## src/rtl/lane_hit_judge_if.sv

```systemverilog
// lane_hit_judge_if
// Groups the note/button inputs and the score outputs of lane_hit_judge.
//   button      : per-lane debounced button level
//   offset      : shared sub-beat position
//   shift_tick  : one-cycle row-advance pulse
//   node_bus    : per-lane note-row bits, lane i at [i*NODE_W +: NODE_W]
//   score       : per-lane 2-bit grade, lane i at [2i +: 2]
//   score_valid : per-lane one-cycle strobe
// master drives the inputs (game side), slave is the judge.
interface lane_hit_judge_if #(
    parameter int LANES  = 4,
    parameter int NODE_W = 4,
    parameter int OFF_W  = 4
) ();
    logic [LANES-1:0]        button;
    logic [OFF_W-1:0]        offset;
    logic                    shift_tick;
    logic [LANES*NODE_W-1:0] node_bus;
    logic [2*LANES-1:0]      score;
    logic [LANES-1:0]        score_valid;

    modport master (
        output button, offset, shift_tick, node_bus,
        input  score, score_valid
    );

    modport slave (
        input  button, offset, shift_tick, node_bus,
        output score, score_valid
    );
endinterface

```

## src/rtl/lane_hit_judge.sv

```systemverilog
// lane_hit_judge
// Grades each note once per lane: 11 perfect, 10 late, 01 early, 00 miss.
// Result appears on score/score_valid one cycle after the press or tick.
// Ports:
//   clk  : system clock
//   rst  : synchronous active-high reset
//   bus  : lane_hit_judge_if.slave (button, offset, shift_tick, node_bus in;
//          score, score_valid out)
//   combo, combo_max : present only when COMBO_COUNT_EN is defined; running
//          hit streak (saturating at 255) and its maximum.
//
// Lane FSM:
//   state    | meaning
//   IDLE     | no note waiting in the hit row
//   ARMED    | note in the hit row, waiting for a press or the tick
//   DONE     | note graded, presses ignored until the tick
module lane_hit_judge #(
    parameter int LANES   = 4,
    parameter int NODE_W  = 4,
    parameter int HIT_ROW = 1,
    parameter int OFF_W   = 4,
    parameter int PERF_LO = 2,
    parameter int PERF_HI = 4,
    parameter int LATE_HI = 6
) (
    input  logic              clk,
    input  logic              rst,
    lane_hit_judge_if.slave   bus
`ifdef COMBO_COUNT_EN
    ,
    output logic [7:0]        combo,
    output logic [7:0]        combo_max
`endif
);

    localparam logic [1:0] ST_IDLE  = 2'd0;
    localparam logic [1:0] ST_ARMED = 2'd1;
    localparam logic [1:0] ST_DONE  = 2'd2;

    localparam logic [OFF_W-1:0] PERF_LO_V = OFF_W'(PERF_LO);
    localparam logic [OFF_W-1:0] PERF_HI_V = OFF_W'(PERF_HI);
    localparam logic [OFF_W-1:0] LATE_HI_V = OFF_W'(LATE_HI);

    logic [LANES-1:0]   btn_q;
    logic [LANES-1:0]   press;
    logic [1:0]         state [LANES];
    logic [2*LANES-1:0] score_q;
    logic [LANES-1:0]   valid_q;
    logic [1:0]         grade;
    logic               in_win;

    assign press           = bus.button & ~btn_q;
    assign bus.score       = score_q;
    assign bus.score_valid = valid_q;

    // offset is shared, so one grade serves every lane.
    always_comb begin
        grade  = 2'b00;
        in_win = 1'b1;
        if (bus.offset >= PERF_LO_V && bus.offset <= PERF_HI_V) begin
            grade = 2'b11;
        end else if (bus.offset > PERF_HI_V && bus.offset <= LATE_HI_V) begin
            grade = 2'b10;
        end else if (bus.offset < PERF_LO_V) begin
            grade = 2'b01;
        end else begin
            in_win = 1'b0;
        end
    end

    always_ff @(posedge clk) begin
        if (rst) begin
            btn_q   <= '0;
            score_q <= '0;
            valid_q <= '0;
            for (int i = 0; i < LANES; i++) begin
                state[i] <= ST_IDLE;
            end
        end else begin
            btn_q <= bus.button;
            for (int i = 0; i < LANES; i++) begin
                valid_q[i] <= 1'b0;
                case (state[i])
                    ST_IDLE: begin
                        // node_bus is stale during the tick cycle
                        if (bus.node_bus[i*NODE_W+HIT_ROW] && !bus.shift_tick) begin
                            state[i] <= ST_ARMED;
                        end
                    end
                    ST_ARMED: begin
                        if (press[i] && in_win) begin
                            score_q[2*i +: 2] <= grade;
                            valid_q[i]        <= 1'b1;
                            // a press coinciding with the tick still wins,
                            // but the note has already left the hit row
                            state[i]          <= bus.shift_tick ? ST_IDLE : ST_DONE;
                        end else if (bus.shift_tick) begin
                            score_q[2*i +: 2] <= 2'b00;
                            valid_q[i]        <= 1'b1;
                            state[i]          <= ST_IDLE;
                        end
                    end
                    ST_DONE: begin
                        if (bus.shift_tick) begin
                            state[i] <= ST_IDLE;
                        end
                    end
                    default: state[i] <= ST_IDLE;
                endcase
            end
        end
    end

`ifdef COMBO_COUNT_EN
    logic [7:0] hit_cnt;
    logic       miss_any;
    logic [8:0] combo_sum;

    always_comb begin
        hit_cnt  = 8'd0;
        miss_any = 1'b0;
        for (int i = 0; i < LANES; i++) begin
            if (valid_q[i]) begin
                if (score_q[2*i +: 2] == 2'b00) begin
                    miss_any = 1'b1;
                end else begin
                    hit_cnt = hit_cnt + 8'd1;
                end
            end
        end
        combo_sum = {1'b0, combo} + {1'b0, hit_cnt};
    end

    always_ff @(posedge clk) begin
        if (rst) begin
            combo     <= 8'd0;
            combo_max <= 8'd0;
        end else begin
            if (miss_any) begin
                combo <= 8'd0;
            end else if (combo_sum[8]) begin
                combo <= 8'hFF;
            end else begin
                combo <= combo_sum[7:0];
            end
            if (combo > combo_max) begin
                combo_max <= combo;
            end
        end
    end
`endif

endmodule

```

## src/flat_wrapper.sv

```systemverilog
// flat-port wrapper written by rule: the top's interface ports become plain ports
module lane_hit_judge_flat 
#(
    parameter int LANES   = 4,
    parameter int NODE_W  = 4,
    parameter int HIT_ROW = 1,
    parameter int OFF_W   = 4,
    parameter int PERF_LO = 2,
    parameter int PERF_HI = 4,
    parameter int LATE_HI = 6
)
  (clk, rst, bus_button, bus_offset, bus_shift_tick, bus_node_bus, bus_score, bus_score_valid);
  lane_hit_judge_if #(.LANES(LANES), .NODE_W(NODE_W), .OFF_W(OFF_W)) bus_i ();
  input  logic clk;
  input  logic rst;
  input wire logic [$bits(bus_i.button)-1:0] bus_button;
  input wire logic [$bits(bus_i.offset)-1:0] bus_offset;
  input wire logic [$bits(bus_i.shift_tick)-1:0] bus_shift_tick;
  input wire logic [$bits(bus_i.node_bus)-1:0] bus_node_bus;
  output wire logic [$bits(bus_i.score)-1:0] bus_score;
  output wire logic [$bits(bus_i.score_valid)-1:0] bus_score_valid;
  assign bus_i.button = bus_button;
  assign bus_i.offset = bus_offset;
  assign bus_i.shift_tick = bus_shift_tick;
  assign bus_i.node_bus = bus_node_bus;
  assign bus_score = bus_i.score;
  assign bus_score_valid = bus_i.score_valid;
  lane_hit_judge #(.LANES(LANES), .NODE_W(NODE_W), .HIT_ROW(HIT_ROW), .OFF_W(OFF_W), .PERF_LO(PERF_LO), .PERF_HI(PERF_HI), .LATE_HI(LATE_HI)) u_core (.clk(clk), .rst(rst), .bus(bus_i));
endmodule
```

## config.mk

```make
export PLATFORM = sky130hd
export DESIGN_NAME = lane_hit_judge_flat
export DESIGN_NICKNAME = d
export VERILOG_FILES = /design/src/rtl/lane_hit_judge_if.sv /design/src/rtl/lane_hit_judge.sv /design/src/flat_wrapper.sv
export SDC_FILE = /design/constraint.sdc
export NUM_CORES = 1
export LEC_CHECK = 0
export ABC_AREA = 1
export CELL_PAD_IN_SITES_DETAIL_PLACEMENT = 0
export CELL_PAD_IN_SITES_GLOBAL_PLACEMENT = 1
export CORE_ASPECT_RATIO = 0.75
export CORE_MARGIN = 1
export CORE_UTILIZATION = 33
export CTS_BUF_LIST = sky130_fd_sc_hd__clkbuf_4 sky130_fd_sc_hd__clkbuf_8
export DETAILED_ROUTE_END_ITERATION = 10
export PLACE_DENSITY = 0.79
export SYNTH_ARGS = -nofsm -noshare
export SYNTH_HDL_FRONTEND = slang
export SYNTH_SLANG_ARGS = --single-unit
```

## constraint.sdc

```tcl
create_clock -name clk -period 1.6 [get_ports clk]
set_input_delay 0.32 -clock clk [delete_from_list [all_inputs] [get_ports clk]]
set_output_delay 0.32 -clock clk [all_outputs]
set_load 0.01 [all_outputs]
```

==> results of run 1 <==
==> through the flow <==
| step | power (uW) | setup slack, ns |
|---|---|---|
| finish | 1360 | 0.127 |
| global route | 1430 | 0.0486 |
| CTS | 1380 | 0.110 |
| detailed placement | 963 | -0.146 |
| global placement | 955 | -0.146 |
| floorplan | 841 | 0.412 |
==> per-layer routing <==
layer | vias up | track usage, %
met3 | 2 | 4.68
met4 | 0 | 2.00
li1 | 596 | -
met1 | 476 | 18.9
met5 | - | 0
met2 | 27 | 29.0
==> final timing paths <==
kind                            cells past startpoint                               end  slack, ns                             start
worst max register to register                      7  u_core.state[1][1]$_SDFFCE_PP0P_       0.31  u_core.state[1][1]$_SDFFCE_PP0P_
worst min register to register                      2  u_core.bus.score[5]$_SDFFE_PP0P_       0.48  u_core.bus.score[5]$_SDFFE_PP0P_
worst max-delay path                                1                      bus_score[4]       0.13  u_core.bus.score[4]$_SDFFE_PP0P_
worst min-delay path                                2  u_core.bus.score[5]$_SDFFE_PP0P_       0.48  u_core.bus.score[5]$_SDFFE_PP0P_
==> cells in the final DEF (no fill, tap or decap), types with 4 or more instances in the layout <==
cell | netlist | routed
nor2_1 | 23 | 22
nand4_1 | 6 | 6
edfxtp_1 | 8 | 8
inv_1 | 24 | 24
clkdlybuf4s50_1 | 0 | 26
nand2_2 | 4 | 4
clkbuf_8 | 0 | 4
dfxtp_1 | 16 | 16
nor2_2 | 5 | 6
a21oi_1 | 7 | 7
nand3_1 | 14 | 14
buf_4 | 1 | 18
nand2_1 | 40 | 40
==> sequential cells by signal, indices dropped and copies added (netlist names) <==
signal / flops
u_core.bus.score: 8
u_core.state: 8
u_core.btn_q: 4
u_core.bus.score_valid: 4
==> cells by family (layout without fill, tap and decap cells) <==
group,Yosys count,in the layout
AND/OR/NAND/NOR,99,99
buffers and inverters,30,75
AO/OA/AOI/OAI,8,8
flip-flops,24,24
==> power by group through the flow <==
stage	clock network, uW	logic (uW)	registers, uW
4_1_cts	430	260	690
2_1_floorplan	0	136	704
3_5_place_dp	0	258	705
6_report	414	258	690
3_3_place_gp	0	254	702
5_1_grt	448	290	697
==> cell type report <==
cell class	instances	area (um2)
Inverter	26	97.6
Sequential cell	24	561
Fill cell	336	1700
Clock buffer	4	55.1
Multi-Input combinational cell	107	503
Tap cell	40	50.0
Timing Repair Buffer	45	415
==> out/results.txt, run 1 <==
The worst endpoint data arrival time was 1.15 ns; the switching portion of total power was 25.5%. The number of nets handed over by synthesis was 188. Among all flip-flop cells after synthesis, the most frequent one is dfxtp_1. Setup violations remaining at the end of the flow were counted as 0.

Detailed routing inserted a total of 1101 vias. The tools report the post-cts gate resize count as 0. The worst setup path is launched from a flop.

The maximum number of pins on one net before global-route repair was 15. Signal routing reaches up to met4. The number of H-tree levels is 1, and the compound-cell area share of the yosys netlist is 3.35%. For this design the ratio of total power to cell area is 810 mW/mm2. The average detailed-routed wire length per instance works out to 10.7 um. In the routed design, unresolved DRC markers number 0. Yosys instantiated no cell more often than nand2_1.

The tools report the area of the die as 0.00386 mm2. By startpoint and endpoint, the worst setup path is classified as flop to output port. The switching power is 348 uW.

For the pin with the worst max-slew slack, the measured transition is 0.244 ns. The die is 71.4 um wide. Once the floorplan was initialized, standard cells occupied 35.3% of the core. The post-route clock period utilization was 92.1%. Clock network latency to the later pin of the worst-skew pair: 0.26 ns. The run gives 83.7% as the relative max-transition margin. Of the total synthesized cell area, the portion taken by full adders, half adders and majority gates is 0%. The iteration count of the initial detailed-routing pass was 4; the buffers plus inverters on the worst setup path was 1.

The tightest hold margin came out at 0.479 ns. Counting along the longest clock path gives a buffer depth of 2. In the final timing run, aggregate negative setup slack is 0 ns.

The run gives 0 as the max-capacitance violation count. The signal on the critical path passes through clkdlybuf4s50_1. Of the total synthesized cell area, the portion taken by AND, OR, NAND and NOR gates is 38.6%.

The vertical extent of the die is 54.1 um. The number of global-route vias before repair was 1093. Cell count after synthesis: 161. Buffers inserted during clock tree synthesis total 3.

The worst-path cell with the longest stage delay is clkdlybuf4s50_1. Routability-driven placement finished with a final weighted congestion of 0.783. The flow ran to the end, and the final reports show no timing, DRC or antenna violations. Of the synthesized area, sequential elements account for 47.0%. Combinational logic is responsible for 19.0% of the overall power.

After synthesis, the largest family of logic cells by area is simple AND/OR/NAND/NOR gates. The share of flip-flops with an asynchronous set or reset works out to 0%. The count of warnings emitted by yosys is 0. Clock-pin slew was measured on the worst setup and hold paths at 0.08 ns.

The residual overflow from global routing was 0; the maximum fanout along the worst path was 2. For this run, the number of standard cells in the final layout without fillers is 246. After synthesis, the share of cell area in mux cells is 0%. Setup repair after global routing left no endpoint under its margin. The routed design uses 142 um of met3 wire.

Detailed routing placed a total of 1.23 mm of wire on met2. The synthesis-to-finish area growth works out to 40.9%. For this design the static power due to leakage is 0.000780 uW. dfxtp_1 takes more of the synthesized area than any other cell. The synthesized netlist devotes 0% of its cell area to XOR and XNOR gates. The post-synthesis sequential element count is 24. After detailed routing, the wire length on met1 is 1.24 mm.

In this run the cell area measured after placement is 0.00162 mm2. The design area was 0.00168 mm2. The share of synthesized area in the top cell type comes to 26.8%. The tools report the total count of hold-check failures in the final report as 0.

Wires add up to 2.62 mm. The antenna violation net count after detailed routing is 0. The initialized floorplan defines 18 standard-cell rows.

After synthesis the cells add up to 0.00119 mm2. Yosys mapped the design onto 20 distinct sky130hd cell types. The tools report the maximum operating frequency as 679 MHz.

Global routing consumed, over all layers together, 15.8% of the routing resources. The worst endpoint required time came out at 1.28 ns. Counting instances in the post-synthesis netlist gives the leading cell types as nand2_1, inv_1, nor2_1, dfxtp_1, nand3_1. Endpoint kind of the worst setup timing path: an output port. The worst voltage drop across the vdd grid is 0.520 mV.

Of the cells placed in the final design, the portion with a size suffix greater than 1 is 18.9%. Counting I/O delays and the setup requirement, the final critical path takes 1.47 ns. The setup skew after layout came out at 0.00182 ns. On the worst path, the slowest cell contributes a delay of 0.54 ns. Relative contribution of the clock network to total power: 30.4%.

The number of hold buffers added after cts came out at 0. TritonCTS built the clock tree. A synthesized cell averages 7.41 um2.

39 I/O pins were placed. The logs give 1010 uW for the internal power of the cells and 24 for the total clock sinks. Kind of cell adding the most delay to the critical path: buffers and inverters. The tools report the post-CTS repair timing setup buffer count as 0.

The initial antenna violation count came out at 0. The number of nets in the layout was 234. For this block, the initial DRC count from the detailed router was 41. Measured on the finished design, the core utilization comes to 49.8%. 0 antenna diodes ended up in the layout. The mean number of vias per cell works out to 4.48. The worst hold path belongs to the class flop to flop. Detailed placement ended at an HPWL of 2.13 mm. The tools report the final count of pins violating max slew as 0.

The number of placed instances, taps included, is 242. In this run the tool buffered the top-level ports with 26 buffer cells. Wire length of the first global-routing pass: 4.61 mm. Yosys attributes the largest share of cell area to dfxtp_1, edfxtp_1, nand2_1, inv_1, nor2_1. The region available for standard cell placement spans 0.00338 mm2. The root buffer cell chosen for the clock tree is clkbuf_8.

The proportion of power drawn by flip-flops and latches was 50.7%. The number of enable-type register cells in the synthesized netlist works out to 8.
No activity file was read; power rests on OpenSTA's default activity.
==> run 2: changes to the inputs <==
--- a/config.mk
+++ b/config.mk
@@ -15,4 +15,5 @@
 export DETAILED_ROUTE_END_ITERATION = 10
 export PLACE_DENSITY = 0.79
+export SLEW_MARGIN = 20
 export SYNTH_ARGS = -nofsm -noshare
 export SYNTH_HDL_FRONTEND = slang
==> constraint.sdc (replaced) <==
create_clock -name clk -period 1.6 [get_ports clk]
set_input_delay 0.32 -clock clk [delete_from_list [all_inputs] [get_ports clk]]
set_output_delay 0.32 -clock clk [all_outputs]
set_load 0.02 [all_outputs]
==> results of run 2 <==
Same layout as run 1 (identical final DEF). Status: complete, no violations.
Main changes from that run: setup slack after layout 0.127 ns -> 0.0587 ns; total power 1360 uW -> 1370 uW
==> run 3: changes to the inputs <==
Settings changed: SLEW_MARGIN 20 to default.
==> results of run 3 <==
Same layout as run 1 (identical final DEF). Status: complete, no violations.
Main changes from that run: setup slack after layout 0.127 ns -> 0.0587 ns; total power 1360 uW -> 1370 uW
